**config.mk**
```make
export PLATFORM = sky130hd
export DESIGN_NAME = wb_regfile
export DESIGN_NICKNAME = d
export VERILOG_FILES = /design/src/rtl/wb_regfile_pkg.sv /design/src/rtl/wb_src_mux.sv /design/src/rtl/wb_regfile.sv
export SDC_FILE = /design/constraint.sdc
export NUM_CORES = 1
export LEC_CHECK = 0
export ABC_AREA = 1
export BUFFER_PORTS_ARGS = -buffer_cell sky130_fd_sc_hd__clkbuf_2
export CELL_PAD_IN_SITES_DETAIL_PLACEMENT = 2
export CELL_PAD_IN_SITES_GLOBAL_PLACEMENT = 2
export CORE_MARGIN = 2
export CORE_UTILIZATION = 32
export CTS_CLUSTER_SIZE = 8
export DETAILED_ROUTE_END_ITERATION = 7
export PLACE_DENSITY_LB_ADDON = 0.08
export SYNTH_ARGS = -nofsm -noshare
export SYNTH_HDL_FRONTEND = slang
export SYNTH_SLANG_ARGS = --single-unit
```
**constraint.sdc**
```tcl
create_clock -name clk -period 4 [get_ports clk]
set_input_delay 0.2 -clock clk [delete_from_list [all_inputs] [get_ports clk]]
set_output_delay 0.2 -clock clk [all_outputs]
set_load 0.01 [all_outputs]
```
**src/rtl/wb_regfile_pkg.sv**
```systemverilog
// Shared writeback definitions: RegSrc encodings and datapath/address widths.
package wb_regfile_pkg;

  localparam int WB_DATA_W = 16;
  localparam int WB_ADDR_W = 3;
  localparam int WB_NREGS  = 8;
  localparam int WB_CNT_W  = 16;

  typedef enum logic [1:0] {
    RS_PC  = 2'b00,
    RS_MEM = 2'b01,
    RS_ALU = 2'b10,
    RS_BIN = 2'b11
  } regsrc_e;

endpackage

```
**src/rtl/wb_src_mux.sv**
```systemverilog
// 4:1 writeback source select by RegSrc; shared with the forwarding unit.
module wb_src_mux
  import wb_regfile_pkg::*;
#(
  parameter int DATA_W = WB_DATA_W
) (
  input  logic [1:0]        regsrc,
  input  logic [DATA_W-1:0] pc_data,
  input  logic [DATA_W-1:0] mem_data,
  input  logic [DATA_W-1:0] alu_data,
  input  logic [DATA_W-1:0] binput,
  output logic [DATA_W-1:0] data
);

  always_comb begin
    data = '0;
    case (regsrc_e'(regsrc))
      RS_PC:   data = pc_data;
      RS_MEM:  data = mem_data;
      RS_ALU:  data = alu_data;
      RS_BIN:  data = binput;
      default: data = '0;
    endcase
  end

endmodule

```
**src/rtl/wb_regfile.sv**
```systemverilog
// Writeback stage: source select, 8x16 register file, two read ports, perf counters.
// Optional same-cycle write-through to the read ports under WB_REGFILE_BYPASS_EN.
module wb_regfile
  import wb_regfile_pkg::*;
#(
  parameter int DATA_W = WB_DATA_W,
  parameter int NREGS  = WB_NREGS,
  parameter int CNT_W  = WB_CNT_W
) (
  input  logic                 clk,
  input  logic                 rst,
  input  logic [1:0]           wb_regsrc,
  input  logic [DATA_W-1:0]    wb_mem_data,
  input  logic [DATA_W-1:0]    wb_alu_data,
  input  logic [DATA_W-1:0]    wb_pc_data,
  input  logic [DATA_W-1:0]    wb_binput,
  input  logic                 wb_regwrt,
  input  logic [WB_ADDR_W-1:0] wb_write_reg,
  input  logic                 wb_sendnop,
  input  logic                 wb_branch,
  input  logic [WB_ADDR_W-1:0] rd_reg1,
  input  logic [WB_ADDR_W-1:0] rd_reg2,
  output logic [DATA_W-1:0]    rd_data1,
  output logic [DATA_W-1:0]    rd_data2,
  output logic [DATA_W-1:0]    wb_data,
  output logic                 wb_we,
  output logic [CNT_W-1:0]     retire_count,
  output logic [CNT_W-1:0]     branch_count
);

  logic [DATA_W-1:0] regs [NREGS];

  wb_src_mux #(.DATA_W(DATA_W)) u_src_mux (
    .regsrc   (wb_regsrc),
    .pc_data  (wb_pc_data),
    .mem_data (wb_mem_data),
    .alu_data (wb_alu_data),
    .binput   (wb_binput),
    .data     (wb_data)
  );

  assign wb_we = wb_regwrt & ~wb_sendnop;

  // wb_write_reg is only used as an index when wb_we is high, so an unknown
  // destination on an idle slot cannot touch the array.
  always_ff @(posedge clk) begin
    if (rst) begin
      regs         <= '{default: '0};
      retire_count <= '0;
      branch_count <= '0;
    end else begin
      if (wb_we) begin
        regs[wb_write_reg] <= wb_data;
        retire_count       <= retire_count + CNT_W'(1);
      end
      if (wb_branch && !wb_sendnop)
        branch_count <= branch_count + CNT_W'(1);
    end
  end

  always_comb begin
    rd_data1 = regs[rd_reg1];
    rd_data2 = regs[rd_reg2];
`ifdef WB_REGFILE_BYPASS_EN
    if (wb_we && (rd_reg1 == wb_write_reg)) rd_data1 = wb_data;
    if (wb_we && (rd_reg2 == wb_write_reg)) rd_data2 = wb_data;
`endif
  end

endmodule

```
==> flow_summary.json, run 1 <==
{
  "outcome": "completed",
  "io_pins": 161,
  "gp_congestion": 0.7586,
  "final_cells": 1950,
  "cts_buffers": 17,
  "synth-seq-cells": 160,
  "synth_edf_count": 0,
  "required_ns": 3.80,
  "synth_top_cell_by_area": "dfxtp_1",
  "antenna_found_initial": 0,
  "ys_types": 33,
  "grt_first_pass_wirelength_um": 60840,
  "drive_gt1_share_pct": 15.45,
  "start_kind": "input pin",
  "start_util_pct": 32.31,
  "vias_per_cell": 5.199,
  "ys_seq_area_share_pct": 34.83,
  "worstPathArrival_ns": 2.28,
  "wl_met1_um": 17590,
  "cts_tree": "yes",
  "period_needed_ns": 2.481,
  "diodes": 0,
  "stdcell_area_um2": 10660,
  "pre_cts_ws_ns": 1.575,
  "rows": 62,
  "drc": 0,
  "power_mw": 3.886,
  "synth_area_leaders": "dfxtp_1, o21ai_0, nand2_1",
  "p_sw_mw": 1.241,
  "clock_sinks": 160,
  "layout_setup_ws_ns": 1.519,
  "finalHoldViolations": 0,
  "power_frac_comb_pct": 16.3,
  "p_int_mw": 2.645,
  "hp-class": "input pin to flop",
  "n_fill_cell": 3612,
  "regArea_um2": 3203,
  "finalMaxSlewViolations": 0,
  "place_hpwl_um": 26920,
  "clock_path_buffers": 2,
  "rrSetupSlack_ns": 2.35,
  "seqPwrFrac_pct": 42.3,
  "dr.max_layer_used": "met4",
  "layout.nets": 1635,
  "setup_viol_count_final": 0,
  "postRouteAntennaNets": 0,
  "clkTransAtPathRegs_ns": 0.07,
  "rsz0062_at_grt": "false",
  "routed_wirelength_um": 38710,
  "tns_ns": 0,
  "first_iter_violations": 398,
  "clockRootBuffer": "clkbuf_16",
  "routed-wl-met3_um": 1304,
  "clkPwrFrac_pct": 41.4,
  "syn_area_per_cell_um2": 6.321,
  "syn_to_final_growth_pct": 15.89,
  "htreeDepth": 4,
  "synthMostInstantiatedCell": "nand2_1",
  "grt_max_degree": 83,
  "holdBufCountCts": 0,
  "ctsResizeCount": 0,
  "clock_skew_ns": 0.008748,
  "tightest_slew_ns": 1.148,
  "die_area_um2": 30110,
  "relSlewSlack_pct": 23.38,
  "fp.dieW_um": 173.5,
  "synth_ff_type": "dfxtp_1",
  "firstDrtPassIters": 5,
  "netSwitchingFraction_pct": 31.93,
  "wire_per_inst_um": 19.85,
  "max_freq_ghz": 0.4031,
  "synth_area_um2": 9198,
  "ir_drop_mv": 0.2905,
  "criticalPathCategory": "input pin to primary output",
  "dp_cells": 1918,
  "core_um2": 28470,
  "chipHeight_um": 173.5,
  "async_reset_ff_share_pct": 0,
  "yosysWarnings": 0,
  "dpl_cell_area_um2": 10100,
  "leakage_nw": 4.853,
  "synthCells": 1455,
  "insertion_delay_ns": 0.44,
  "io_buffers": 160,
  "route.met2.wl_um": 18590,
  "syn_nets": 1537,
  "max_cap_viol_count": 0,
  "track_usage_pct": 25.93,
  "grt_pass1_vias": 10720,
  "overflow": 0,
  "synth_top_area_share_pct": 34.83,
  "post_cts_buffers": 0,
  "path_max_fanout": 41,
  "power.density_nw_per_um2": 364.5,
  "vias": 10140,
  "final.period_utilization_pct": 62.01,
  "worst_setup_path_end_kind": "primary output",
  "synth_commonest_cells": "nand2_1, o21ai_0, a21oi_1, inv_1, nor2_1",
  "multiInputGateArea_um2": 4820
}
cells by family (layout without fill, tap and decap cells):
kind of cell | Yosys count | in the layout | share of synthesized area, %
adders and majority gates | 2 | 2 | 0.2720
buffers and inverters | 285 | 396 | 12.77
DFF | 160 | 160 | 34.83
and+or+nand+nor | 538 | 538 | 24.00
xor gates and xnor gates | 3 | 3 | 0.2857
AOI/OAI and AO/OA | 467 | 467 | 27.85
flip-flops by register name, summed over array words and instances (netlist names):
register,count
branch_count,16
retire_count,16
regs,128
metal layers:
layer	up-vias	GRT usage (%)
met4	0	9.534
met3	40	4.123
met5	-	0
met1	5054	32.48
li1	4869	-
met2	175	44.90
power by group through the flow:
stage	clock network (mW)	registers, mW	logic, mW
floorplan	0	1.68	0.371
global placement	0	1.68	0.618
detailed placement	0	1.68	0.636
CTS	1.64	1.64	0.639
global route	1.70	1.65	0.695
finish	1.61	1.65	0.634
worst max-delay path, stage by stage:
cell      delay (ns)
clkbuf_2        0.72
inv_1           0.55
a21oi_1         0.25
o21ai_0         0.12
nand3_1         0.11
o21a_1          0.16
clkbuf_2        0.14
cells in the final DEF, fill, tap and decap left out, drive strengths merged:
master,Yosys,routed
a21oi,207,207
a31oi,1,1
and2,1,1
buf,44,8
clkbuf,44,177
clkinv,0,5
clkinvlp,0,2
dfxtp,160,160
ha,2,2
inv,197,204
nand2,281,281
nand3,60,60
nand3b,2,2
nand4,5,5
nor2,182,182
nor3,6,6
o21a,28,28
o21ai,230,230
o21bai,1,1
or2,1,1
xnor2,1,1
xor2,2,2
path summary, 6_finish.rpt:
| check | from | end | depth (start not counted) |
|---|---|---|---|
| setup reg to reg | retire_count[0]$_SDFFE_PP0P_ | retire_count[14]$_SDFFE_PP0P_ | 8 |
| hold / removal | wb_pc_data[14] | regs[62]$_SDFFE_PP0P_ | 3 |
| setup / recovery | rd_reg2[1] | rd_data2[8] | 7 |
| hold reg to reg | retire_count[3]$_SDFFE_PP0P_ | retire_count[3]$_SDFFE_PP0P_ | 1 |
metrics by stage:
| stage | hold WS, ns | utilization (%) |
|---|---|---|
| final | 0.1111 | 37.44 |
| after floorplan | 0.3967 | - |
| after global routing | 0.1153 | 37.44 |
| after detailed placement | 0.4995 | 35.48 |
| after CTS | 0.09841 | 37.44 |
| after global placement | 0.4888 | 35.48 |
area by class of cell:
class / instances / share of cell area, %
clock buffers: 18 / 4.120
clock inverters: 14 / 1.115
inverters: 197 / 6.961
multi-input cells: 1010 / 45.22
flip-flops and latches: 160 / 30.05
well taps: 384 / 4.508
repair buffers: 167 / 8.029
(Power assumes the default switching activity.)
==> inputs of run 2 (changes only) <==
--- a/config.mk
+++ b/config.mk
@@ -10,7 +10,7 @@
 export CELL_PAD_IN_SITES_DETAIL_PLACEMENT = 2
 export CELL_PAD_IN_SITES_GLOBAL_PLACEMENT = 2
 export CORE_MARGIN = 2
-export CORE_UTILIZATION = 32
+export CORE_UTILIZATION = 27
 export CTS_CLUSTER_SIZE = 8
 export DETAILED_ROUTE_END_ITERATION = 7
 export PLACE_DENSITY_LB_ADDON = 0.08
==> constraint.sdc (replaced) <==
create_clock -name clk -period 2 [get_ports clk]
set_input_delay 0.1 -clock clk [delete_from_list [all_inputs] [get_ports clk]]
set_output_delay 0.1 -clock clk [all_outputs]
set_load 0.01 [all_outputs]
==> flow_summary.json, run 2 (synthesis results as in run 1) <==
{
  "outcome": "completed",
  "chipHeight_um": 188.6,
  "start_util_pct": 27.43,
  "max_cap_viol_count": 0,
  "tightest_slew_ns": 0.6089,
  "rows": 67,
  "clock_path_buffers": 2,
  "core_um2": 33530,
  "path_max_fanout": 3,
  "grt_pass1_vias": 10890,
  "vias_per_cell": 4.978,
  "htreeDepth": 4,
  "power.density_nw_per_um2": 734.4,
  "vias": 10180,
  "start_kind": "flop",
  "worst_setup_path_end_kind": "primary output",
  "regMostFlops": "regs",
  "syn_to_final_growth_pct": 21.55,
  "dpl_cell_area_um2": 10530,
  "drc": 0,
  "io_buffers": 160,
  "leakage_nw": 5.077,
  "clock_skew_ns": 0.01067,
  "wire_per_inst_um": 19.95,
  "worstPathArrival_ns": 1.68,
  "reg_top3": "regs (128), branch_count (16), retire_count (16)",
  "cts_tree": "yes",
  "relSlewSlack_pct": 59.37,
  "diodes": 0,
  "postRouteAntennaNets": 0,
  "gp_congestion": 0.7724,
  "die_area_um2": 35560,
  "tns_ns": 0,
  "finalMaxSlewViolations": 0,
  "insertion_delay_ns": 0.45,
  "slowest_delay_ns": 0.39,
  "first_iter_violations": 410,
  "layout.nets": 1668,
  "grt_max_degree": 91,
  "cp_slowest_cell": "dfxtp_1",
  "finalHoldViolations": 0,
  "grt_first_pass_wirelength_um": 63750,
  "clock_sinks": 160,
  "track_usage_pct": 23.41,
  "antenna_found_initial": 1,
  "ir_drop_mv": 0.6093,
  "n_fill_cell": 4145,
  "cts_buffers": 17,
  "final.period_utilization_pct": 88.99,
  "drive_gt1_share_pct": 16.84,
  "io_pins": 161,
  "layout_setup_ws_ns": 0.2202,
  "required_ns": 1.90,
  "setup_viol_count_final": 0,
  "pre_cts_ws_ns": 0.4155,
  "path_cells": "nor2_1 > o21ai_0 > o21a_1 > clkbuf_2",
  "ctsResizeCount": 0,
  "fp.dieW_um": 188.6,
  "layout_common_cells": "nand2_1, o21ai_0, a21oi_1",
  "place_hpwl_um": 28390,
  "routed_wirelength_um": 40790,
  "clockRootBuffer": "clkbuf_16",
  "largest_register_ffs": 128,
  "clkTransAtPathRegs_ns": 0.07,
  "stdcell_area_um2": 11180,
  "final_common_cell": "nand2_1",
  "rsz0062_at_grt": "false",
  "criticalPathCategory": "flop to primary output",
  "period_needed_ns": 1.780,
  "hp-class": "input pin to flop",
  "overflow": 0,
  "firstDrtPassIters": 5,
  "max_freq_ghz": 0.5619
}
run 2: report_power, final:
group          internal [mW]  leakage (nW)  switching, mW
Sequential              3.25          1.29         0.0422
Combinational          0.435          3.49          0.897
Clock                   2.14         0.294           1.45
Total                   5.82          5.08           2.39
run 2: final cells by class:
cell class | count | area (um^2) | area share (%)
timing repair buffer | 200 | 1236 | 11.06
clock inverter | 10 | 161.4 | 1.444
inverter | 197 | 742.0 | 6.637
tap | 448 | 560.5 | 5.014
sequential | 160 | 3203 | 28.65
clock buffer | 20 | 456.7 | 4.085
multi-input combinational | 1010 | 4820 | 43.11
run 2: final timing paths:
path | startpoint | to | slack [ns] | depth (start not counted)
min | wb_pc_data[13] | regs[93]$_SDFFE_PP0P_ | 0.03 | 3
max | regs[70]$_SDFFE_PP0P_ | rd_data2[6] | 0.22 | 4
min reg2reg | retire_count[3]$_SDFFE_PP0P_ | retire_count[3]$_SDFFE_PP0P_ | 0.52 | 1
max reg2reg | retire_count[2]$_SDFFE_PP0P_ | retire_count[13]$_SDFFE_PP0P_ | 0.46 | 5
run 2: routing by layer:
layer	vias to the layer above	track usage, %	part of all wire, %
met5	-	0	0
met4	0	6.761	2.0
met2	176	38.74	47
met1	5041	31.29	47
met3	35	3.893	3.8
li1	4928	-	-
run 2: timing repair:
action                                 4_1_cts  5_1_grt
hold buffers                                 3        0
endpoints found under the hold margin        3        0
buffers inserted                             0        0
run 2: stage by stage:
step           total power [mW]  hold slack, ns  utilization, %  instances
6_report                  8.210         0.03074           33.34       2045
5_1_grt                   8.598         0.03739           33.34       2045
4_1_cts                   8.346        0.006045           33.34       2045
3_5_place_dp              4.709          0.4678           31.41       2012
3_3_place_gp              4.678          0.4574           31.41       2012
2_1_floorplan             4.093          0.2967               -       1455
run 2: critical path, delay by kind of cell, from the launching register on:
kind | cells | cell delay, ns
compound gates | 2 | 0.61
simple gates | 1 | 0.06
flops | 1 | 0.39
buf+inv | 1 | 0.17
